<file path="src/rtl/jogo_pkg.sv">
// Shared types and constants for the Bulls & Cows board front-end and game core.
package jogo_pkg;

   localparam int unsigned CODE_W           = 16;
   localparam int unsigned DEBOUNCE_DEFAULT = 1_000_000;

   typedef enum logic [1:0] {
      IDLE,
      PRESS_CNT,
      HELD,
      REL_CNT
   } cond_state_t;

endpackage

</file>
<file path="src/rtl/sync_chain.sv">
// WIDTH x STAGES flip-flop synchronizer with synchronous active-high reset.
module sync_chain #(
   parameter int unsigned WIDTH  = 1,
   parameter int unsigned STAGES = 2
) (
   input  logic             clock,
   input  logic             reset,
   input  logic [WIDTH-1:0] d,
   output logic [WIDTH-1:0] q
);

   logic [WIDTH-1:0] stage [STAGES];

   always_ff @(posedge clock) begin
      if (reset) begin
         for (int unsigned i = 0; i < STAGES; i++) stage[i] <= '0;
      end else begin
         stage[0] <= d;
         for (int unsigned i = 1; i < STAGES; i++) stage[i] <= stage[i-1];
      end
   end

   assign q = stage[STAGES-1];

endmodule

</file>
<file path="src/rtl/input_conditioner.sv">
// Synchronizes and debounces the enter button and latches a switch snapshot
// together with a single-cycle pulse for every accepted press.
module input_conditioner
   import jogo_pkg::*;
#(
   parameter int unsigned DEBOUNCE_CYCLES = DEBOUNCE_DEFAULT,
   parameter int unsigned SYNC_STAGES     = 2
) (
   input  logic              clock,
   input  logic              reset,
   input  logic              enter_raw,
   input  logic [CODE_W-1:0] code_raw,
   output logic              enter_pulse,
   output logic [CODE_W-1:0] code_out,
   output logic              btn_held
);

   localparam int unsigned      CNT_W    = $clog2(DEBOUNCE_CYCLES + 1);
   localparam logic [CNT_W-1:0] CNT_LAST = CNT_W'(DEBOUNCE_CYCLES - 1);
   localparam logic [CNT_W-1:0] CNT_ONE  = CNT_W'(1);

   logic              btn_s;
   logic [CODE_W-1:0] code_s;

   cond_state_t       state, next_state;
   logic [CNT_W-1:0]  cnt, cnt_next;
   logic              pulse_next;
   logic [CODE_W-1:0] code_next;

   sync_chain #(.WIDTH(1), .STAGES(SYNC_STAGES)) u_sync_btn (
      .clock (clock),
      .reset (reset),
      .d     (enter_raw),
      .q     (btn_s)
   );

   sync_chain #(.WIDTH(CODE_W), .STAGES(SYNC_STAGES)) u_sync_code (
      .clock (clock),
      .reset (reset),
      .d     (code_raw),
      .q     (code_s)
   );

   always_ff @(posedge clock) begin
      if (reset) begin
         state       <= IDLE;
         cnt         <= '0;
         enter_pulse <= 1'b0;
         code_out    <= '0;
      end else begin
         state       <= next_state;
         cnt         <= cnt_next;
         enter_pulse <= pulse_next;
         code_out    <= code_next;
      end
   end

   // Counter is cleared on every state entry, so it never needs to wrap.
   always_comb begin
      next_state = state;
      cnt_next   = cnt;
      pulse_next = 1'b0;
      code_next  = code_out;
      case (state)
         IDLE: begin
            if (btn_s) begin
               next_state = PRESS_CNT;
               cnt_next   = '0;
            end
         end
         PRESS_CNT: begin
            if (!btn_s) begin
               next_state = IDLE;
               cnt_next   = '0;
            end else if (cnt == CNT_LAST) begin
               next_state = HELD;
               cnt_next   = '0;
               pulse_next = 1'b1;
               code_next  = code_s;
            end else begin
               cnt_next = cnt + CNT_ONE;
            end
         end
         HELD: begin
            if (!btn_s) begin
               next_state = REL_CNT;
               cnt_next   = '0;
            end
         end
         REL_CNT: begin
            if (btn_s) begin
               next_state = HELD;
               cnt_next   = '0;
            end else if (cnt == CNT_LAST) begin
               next_state = IDLE;
               cnt_next   = '0;
            end else begin
               cnt_next = cnt + CNT_ONE;
            end
         end
         default: begin
            next_state = IDLE;
            cnt_next   = '0;
         end
      endcase
   end

   assign btn_held = (state == HELD) || (state == REL_CNT);

endmodule

</file>
<file path="config.mk">
export PLATFORM = sky130hd
export DESIGN_NAME = input_conditioner
export DESIGN_NICKNAME = d
export VERILOG_FILES = /design/src/rtl/jogo_pkg.sv /design/src/rtl/sync_chain.sv /design/src/rtl/input_conditioner.sv
export SDC_FILE = /design/constraint.sdc
export NUM_CORES = 1
export LEC_CHECK = 0
export BUFFER_PORTS_ARGS = -buffer_cell sky130_fd_sc_hd__buf_2
export CELL_PAD_IN_SITES_DETAIL_PLACEMENT = 1
export CELL_PAD_IN_SITES_GLOBAL_PLACEMENT = 1
export CORE_MARGIN = 4
export CORE_UTILIZATION = 45
export DETAILED_ROUTE_END_ITERATION = 8
export PLACE_DENSITY = 0.78
export SLEW_MARGIN = 20
export SYNTH_ARGS = -nofsm -noshare
export SYNTH_HDL_FRONTEND = slang
export SYNTH_SLANG_ARGS = --single-unit
export TNS_END_PERCENT = 5
</file>
<file path="constraint.sdc">
create_clock -name clock -period 3.6 [get_ports clock]
set_clock_uncertainty 0.2 [all_clocks]
set_input_delay 0 -clock clock [delete_from_list [all_inputs] [get_ports clock]]
set_output_delay 0 -clock clock [all_outputs]
set_load 0.02 [all_outputs]
</file>
==> impl_results.md, run 1 <==
* Status: finished clean
* Wire length per cell at roughly 16 um
* Worst Hold Depth at 2
* Post-CTS Setup Inserts at 0
* Initial Util at approximately 46%
* GRT Overall Usage at about a fifth
* Max cap viols at 0
* Syn-to-layout area delta at 21.8%
* Mapped Cells at 269
* Mapped cell area at around 2700 um^2
* Final ANT Viol Nets at 0
* Clock Path Buffers at 2
* Fin nets at 341
* Syn. warnings at 0
* Total Wirelength at around 6300 um
* Maximum VDD drop at 289 uV
* RR Startpoint: cnt[0]
* Ports at 37
* Initial antenna violation count at 0
* Max Fclk at approximately 380 MHz
* Slowest CP cell: a211oi_2
* Crit. End Element: register
* Clock Latency Late Sink at around 0.35 ns
* NetSw at roughly 350 uW
* Dominant synthesized flop cell: dfxtp_1
* # H-tree levels at 3
* Total grt overflow at 0
* Final Critical Period at ~2.6 ns
* Setup crit start kind: register
* Die area at about 7300 um^2
* Critical path peak fanout at 23
* Vias in the first global route at roughly 2.2k
* RSZ-0062 raised after global routing: false
* Flop pwr share at between 50% and 60%
* WP data arrival at around 2.7 ns
* GPL Wtd Cong at around 0.83
* Clock-pin slew on the worst setup and hold paths at ~0.090 ns
* Core area at approximately 6000 um^2
* Internal cell power at about 1.2 mW
* Share of layout cells above drive strength 1 at between 10% and 20%
* Leak at around 1.4 nW
* Port buffer count at 36
* Global-route wire length before repair at 10,600 um
* WHS Endpoint: code_out[0]
* Comb pwr share at about 3.6%
* Slew headroom at about a third
* Register Area at roughly 1500 um^2
* Main combinational cell family by area after synthesis: simple AND/OR/NAND/NOR gates
* XOR/XNOR Fraction of Synth Area at less than 1%
* DRC Markers at 0
* Die height at around 86 um
* Post-synth EDFFs at 0
* Post-DP HPWL at 3790 um
* Hold Path Class: primary input to register
* Crit Reg-Reg Endpoint: cnt[8]
* Fin. Hold Viols at 0
* Clock Sink Count at 73
* TNS Setup at 0 ns
* Unique masters post-synth at between 40 and 50
* Yosys reg bits at 73
* Area of the multi-input gates at roughly 1200 um^2
* HP Start: reset
* Tot Pwr at about 1.6 mW
* Final Setup Violations at 0
* Die width at approximately 86 um
* Seq/Total Area, Yosys at ~54%
* Pre-antenna DRT Iters at 4
* Asr flop ratio synth at 0%
* R2R depth at 7
* Synth Area in Adders at less than 1%
* Largest net degree at the start of global routing at just over 60
* Synth Net Count at between 200 and 300
* CTS tree: yes
* Pwr dens at 483 nW/um^2
* # fillers at 663
* Fin. max-slew vios at 0
* WS Path Type: register to register
* Fin crit share at around 73%
* Worst path cell trace: ha_1, or4bb_1, nor4_4, a211oi_2, buf_4, or2b_1, a31oi_1
* Clock power share at ~44%
* Num CTS Buffers at 9
* Measured slew at the worst slew-check pin at roughly 1.0 ns
* CP peak stage delay at roughly 0.60 ns
* Synth Area in Compound Gates at under 10%
* Vias per inst at ~5.2
* Root buffer cell: clkbuf_8
* Via count at 2,095
* Switching Fraction at a little over a fifth
* DRT iter0 DRCs at between 80 and 90
* ANT cells at 0
* Simple-gate share of the synthesized area at around 25%
* Site row count at 28
* Avg Cell Area, Syn at between 10 and 15 um^2
* WP data required at around 3.7 ns
* R2R setup slack at 0.98 ns
* Multiplexer area fraction after synthesis at under 10%
-- power groups by stage --
| stage | registers [mW] | logic [mW] | clock network, mW |
|---|---|---|---|
| after detailed placement | 0.849 | 0.0424 | 0 |
| after floorplan | 0.847 | 0.0276 | 0 |
| after global routing | 0.832 | 0.0651 | 0.766 |
| final | 0.830 | 0.0581 | 0.711 |
| after CTS | 0.830 | 0.0569 | 0.732 |
| after global placement | 0.847 | 0.0409 | 0 |
-- routing by layer --
layer,GRT usage [%],up-vias,share of wire [%]
met5,0,-,0
met4,8.63,0,2.0
met3,6.05,13,4.4
met2,31.7,40,51
met1,21.1,1006,42
li1,-,1036,-
-- kinds of logic after synthesis --
family | count (synthesis)
AND/OR/NAND/NOR | 118
AO/OA/AOI/OAI | 36
flip-flops | 73
XOR/XNOR | 2
buffers and inverters | 17
adder cells (fa/ha/maj) | 1
multiplexers | 22
-- critical path, delay by kind of cell (launching register included) --
| kind | cells | cell delay, ns |
|---|---|---|
| compound gates | 2 | 0.75 |
| fa+ha+maj | 1 | 0.30 |
| buf+inv | 1 | 0.37 |
| flops | 1 | 0.36 |
| simple gates | 3 | 0.56 |
-- synthesized netlist by cell type (3+ instances only) --
library cell  count  area share, %
nor2_1           26            3.6
and2_1            3           0.69
dfxtp_1          73             54
nand3_1          11            2.0
nor4_1            3           0.69
a21oi_1          13            2.4
or2b_1            3           0.83
clkbuf_1          8            1.1
nand2_1          13            1.8
nand4_1           5            1.2
mux2i_1          22            8.1
nor2b_1          35            8.1
a41oi_1           3           0.97
buf_6             3            1.2
a31oi_1          11            2.5
and3_1            3           0.69
o21ai_0           4           0.74
-- stage by stage --
stage               hold slack (ns)  std cells  cell area (um^2)  util, %  setup slack, ns
global route                  0.164        401              3310     56.2            0.831
CTS                           0.113        401              3310     56.2            0.985
finish                        0.105        401              3310     56.2            0.985
floorplan                   -0.0718        269              2720        -             1.43
detailed placement           0.0142        368              2920     49.6             1.02
global placement            0.00699        368              2920     49.6             1.16
-- state kept, by name (all words and copies together) (netlist names), named ones only --
| signal | count |
|---|---|
| enter_pulse | 1 |
| code_out | 16 |
| u_sync_btn.stage | 2 |
| state | 1 |
| u_sync_code.stage | 32 |
| cnt | 20 |
-- layout by cell type, fill, tap and decap left out, types with 3 or more instances in the layout --
master and n:
dfxtp_1 73, buf_2 36, nor2b_1 35, nor2_1 26, mux2i_1 22, dlygate4sd3_1 17
nand2_1 13, a21oi_1 13, nand3_1 11, a31oi_1 11, clkbuf_8 9, nand4_1 5
o21ai_0 4, a41oi_1 3, nor4_1 3, and2_1 3, or2b_1 3, and3_1 3
buf_4 3
-- worst max-delay path by stage --
stage,to,startpoint,slack (ns),cells after the start
CTS,cnt[11],cnt[0],0.99,7
floorplan,cnt[18],cnt[0],1.43,8
global placement,cnt[8],cnt[0],1.16,7
global route,cnt[8],cnt[0],0.83,7
finish,cnt[8],cnt[0],0.98,7
detailed placement,cnt[15],cnt[0],1.02,7
-- cell type report --
type | count | share of cell area (%)
repair buffers | 56 | 11.3
flip-flops and latches | 73 | 44.2
inverters | 2 | 0.227
multi-input cells | 179 | 34.9
clock inverters | 6 | 2.72
well taps | 75 | 2.84
clock buffers | 10 | 3.86
-- timing repair --
item                                   CTS  global route
endpoints found under the hold margin   17             0
gates resized for setup                  0             0
hold buffers                            17             0
Note: power is estimated with default switching activity, not from simulation.
==> run 2, diff against run 1 <==
--- a/config.mk
+++ b/config.mk
@@ -9,9 +9,9 @@
 export CELL_PAD_IN_SITES_DETAIL_PLACEMENT = 1
 export CELL_PAD_IN_SITES_GLOBAL_PLACEMENT = 1
 export CORE_MARGIN = 4
-export CORE_UTILIZATION = 45
+export CORE_UTILIZATION = 39
 export DETAILED_ROUTE_END_ITERATION = 8
-export PLACE_DENSITY = 0.78
+export PLACE_DENSITY = 0.72
 export SLEW_MARGIN = 20
 export SYNTH_ARGS = -nofsm -noshare
 export SYNTH_HDL_FRONTEND = slang
==> constraint.sdc (replaced) <==
create_clock -name clock -period 2.25 [get_ports clock]
set_clock_uncertainty 0.2 [all_clocks]
set_input_delay 0 -clock clock [delete_from_list [all_inputs] [get_ports clock]]
set_output_delay 0 -clock clock [all_outputs]
set_load 0.02 [all_outputs]
==> run 2 against run 1 <==
Die area rose by 14%. Critical path type unchanged. Combinational power rose by 77%. Critical endpoint is now cnt[14]. Cell count rose by 10%. Utilization fell by 4.4 points. Largest power group unchanged. Worst hold slack improved by 0.098 ns. Clock power rose by 59%. Critical path depth fell by 1. Register-to-register slack got worse by 0.95 ns.
==> impl_results.md, run 2 (same netlist as run 1, synthesis figures left out) <==
* Total grt overflow at 0
* Vias in the first global route at between 2k and 2.5k
* Hold Path Class: primary input to register
* Clock-pin slew on the worst setup and hold paths at 0.08 ns
* Initial antenna violation count at 0
* Maximum VDD drop at ~340 uV
* Commonest non-fill, non-tap cell in the layout: dfxtp_1
* Critical path peak fanout at 31
* Fin. max-slew vios at 0
* Core area at between 6000 and 7000 um^2
* Final worst slack at between 0.03 and 0.04 ns
* Fin crit share at between 90% and 100%
* Pwr dens at between 700 and 800 nW/um^2
* Site row count at 30
* Final Hold Slack at between 0.2 and 0.25 ns
* Post-DP HPWL at roughly 4200 um
* WP data required at 2.26 ns
* DRC Markers at 0
* Vias per inst at 4.99
* Regs by FF count: u_sync_code.stage (32), cnt (20), code_out (16)
* Via count at between 2k and 2.5k
* WS Path Type: register to register
* Leak at 1.52 nW
* GPL Wtd Cong at approximately 0.8
* Crit. End Element: register
* Clock Sink Count at 73
* Max reg flops at 32
* Die area at ~8400 um^2
* Die width at roughly 90 um
* Final ANT Viol Nets at 0
* Largest net degree at the start of global routing at 32
* Commonest cells after routing, fill and taps aside: dfxtp_1 (73), buf_2 (36), nor2b_1 (35)
* Max Fclk at ~450 MHz
* Share of layout cells above drive strength 1 at between 20% and 30%
* Dpl ws at 0.0714 ns
* Measured slew at the worst slew-check pin at about 0.46 ns
* # H-tree levels at 3
* DRT iter0 DRCs at 76
* Pre-antenna DRT Iters at 4
* Final Setup Violations at 0
* Num CTS Buffers at 9
* Die height at a little over 90 um
* ANT cells at 0
* Fin nets at 360
* Ports at 37
* Syn-to-layout area delta at 29.6%
* Setup crit start kind: register
* Tot Pwr at approximately 2.6 mW
* TNS Setup at 0 ns
* Clock Path Buffers at 2
* Root buffer cell: clkbuf_8
* Post-CTS Setup Inserts at 0
* Max cap viols at 0
* Clock Latency Late Sink at between 0.3 and 0.4 ns
* # fillers at about 770
* GRT Overall Usage at between 10% and 20%
* Final Critical Period at 2.21 ns
* Wire length per cell at approximately 15 um
* Slew headroom at approximately 70%
* Fin. Hold Viols at 0
* Status: finished clean
* WP data arrival at between 2 and 2.5 ns
* Initial Util at approximately 40%
* Most flop-heavy register: u_sync_code.stage
* Port buffer count at 36
* Total Wirelength at 6480 um
* Global-route wire length before repair at 10,900 um
* RSZ-0062 raised after global routing: true
* CTS tree: yes
run 2: cell types whose count changed in the layout (fill, tap and decap cells not counted), sizes merged:
cell	change
buf	+16
dlygate4sd3	+3
clkinv	-2
clkinvlp	+2
run 2: final timing paths:
kind | from | endpoint | slack (ns) | depth (start not counted)
setup / recovery | cnt[14] | cnt[14] | 0.04 | 6
hold reg to reg | u_sync_code.stage[0][15] | u_sync_code.stage[1][15] | 0.24 | 1
hold / removal | code_raw[3] | u_sync_code.stage[0][3] | 0.20 | 3
setup reg to reg | cnt[14] | cnt[14] | 0.04 | 6
run 2: layout make-up:
class                           count  area (um^2)  area share [%]
Sequential cell                    73         1460            41.5
Inverter                            2         7.51           0.213
Timing Repair Buffer               75          548            15.6
Tap cell                           96          120            3.41
Clock inverter                      6         91.3            2.59
Multi-Input combinational cell    179         1160            33.1
Clock buffer                       10          128            3.62
run 2: per-layer routing:
layer	part of all wire (%)	track usage [%]
met1	43	19.3
met2	51	28.2
met3	3.1	3.15
met4	2.8	9.80
met5	0	0
run 2: critical path, stage by stage, from the launching register on:
cell and delay [ns]:
dfxtp_1 0.40, or4b_4 0.51, nor4_4 0.35, a211oi_2 0.15
buf_12 0.19, a41oi_1 0.20, a31oi_1 0.07
run 2: power by group:
part	total, mW	switching (mW)	internal, mW
clock network	1.13	0.505	0.628
registers	1.33	0.00766	1.32
logic	0.103	0.0457	0.0570
run 2: what timing repair did:
action                                  in CTS  in global routing
hold endpoints to repair                    31                  0
endpoints found under the setup margin       0                 29
gates resized for setup                      0                  2
hold buffers                                20                  0
run 2: stage by stage:
stage / utilization [%] / cell area, um^2 / std cells
after floorplan: - / 2720 / 269
after global placement: 45.5 / 3090 / 405
after detailed placement: 45.5 / 3090 / 405
after CTS: 51.7 / 3510 / 441
after global routing: 51.8 / 3520 / 441
final: 51.8 / 3520 / 441
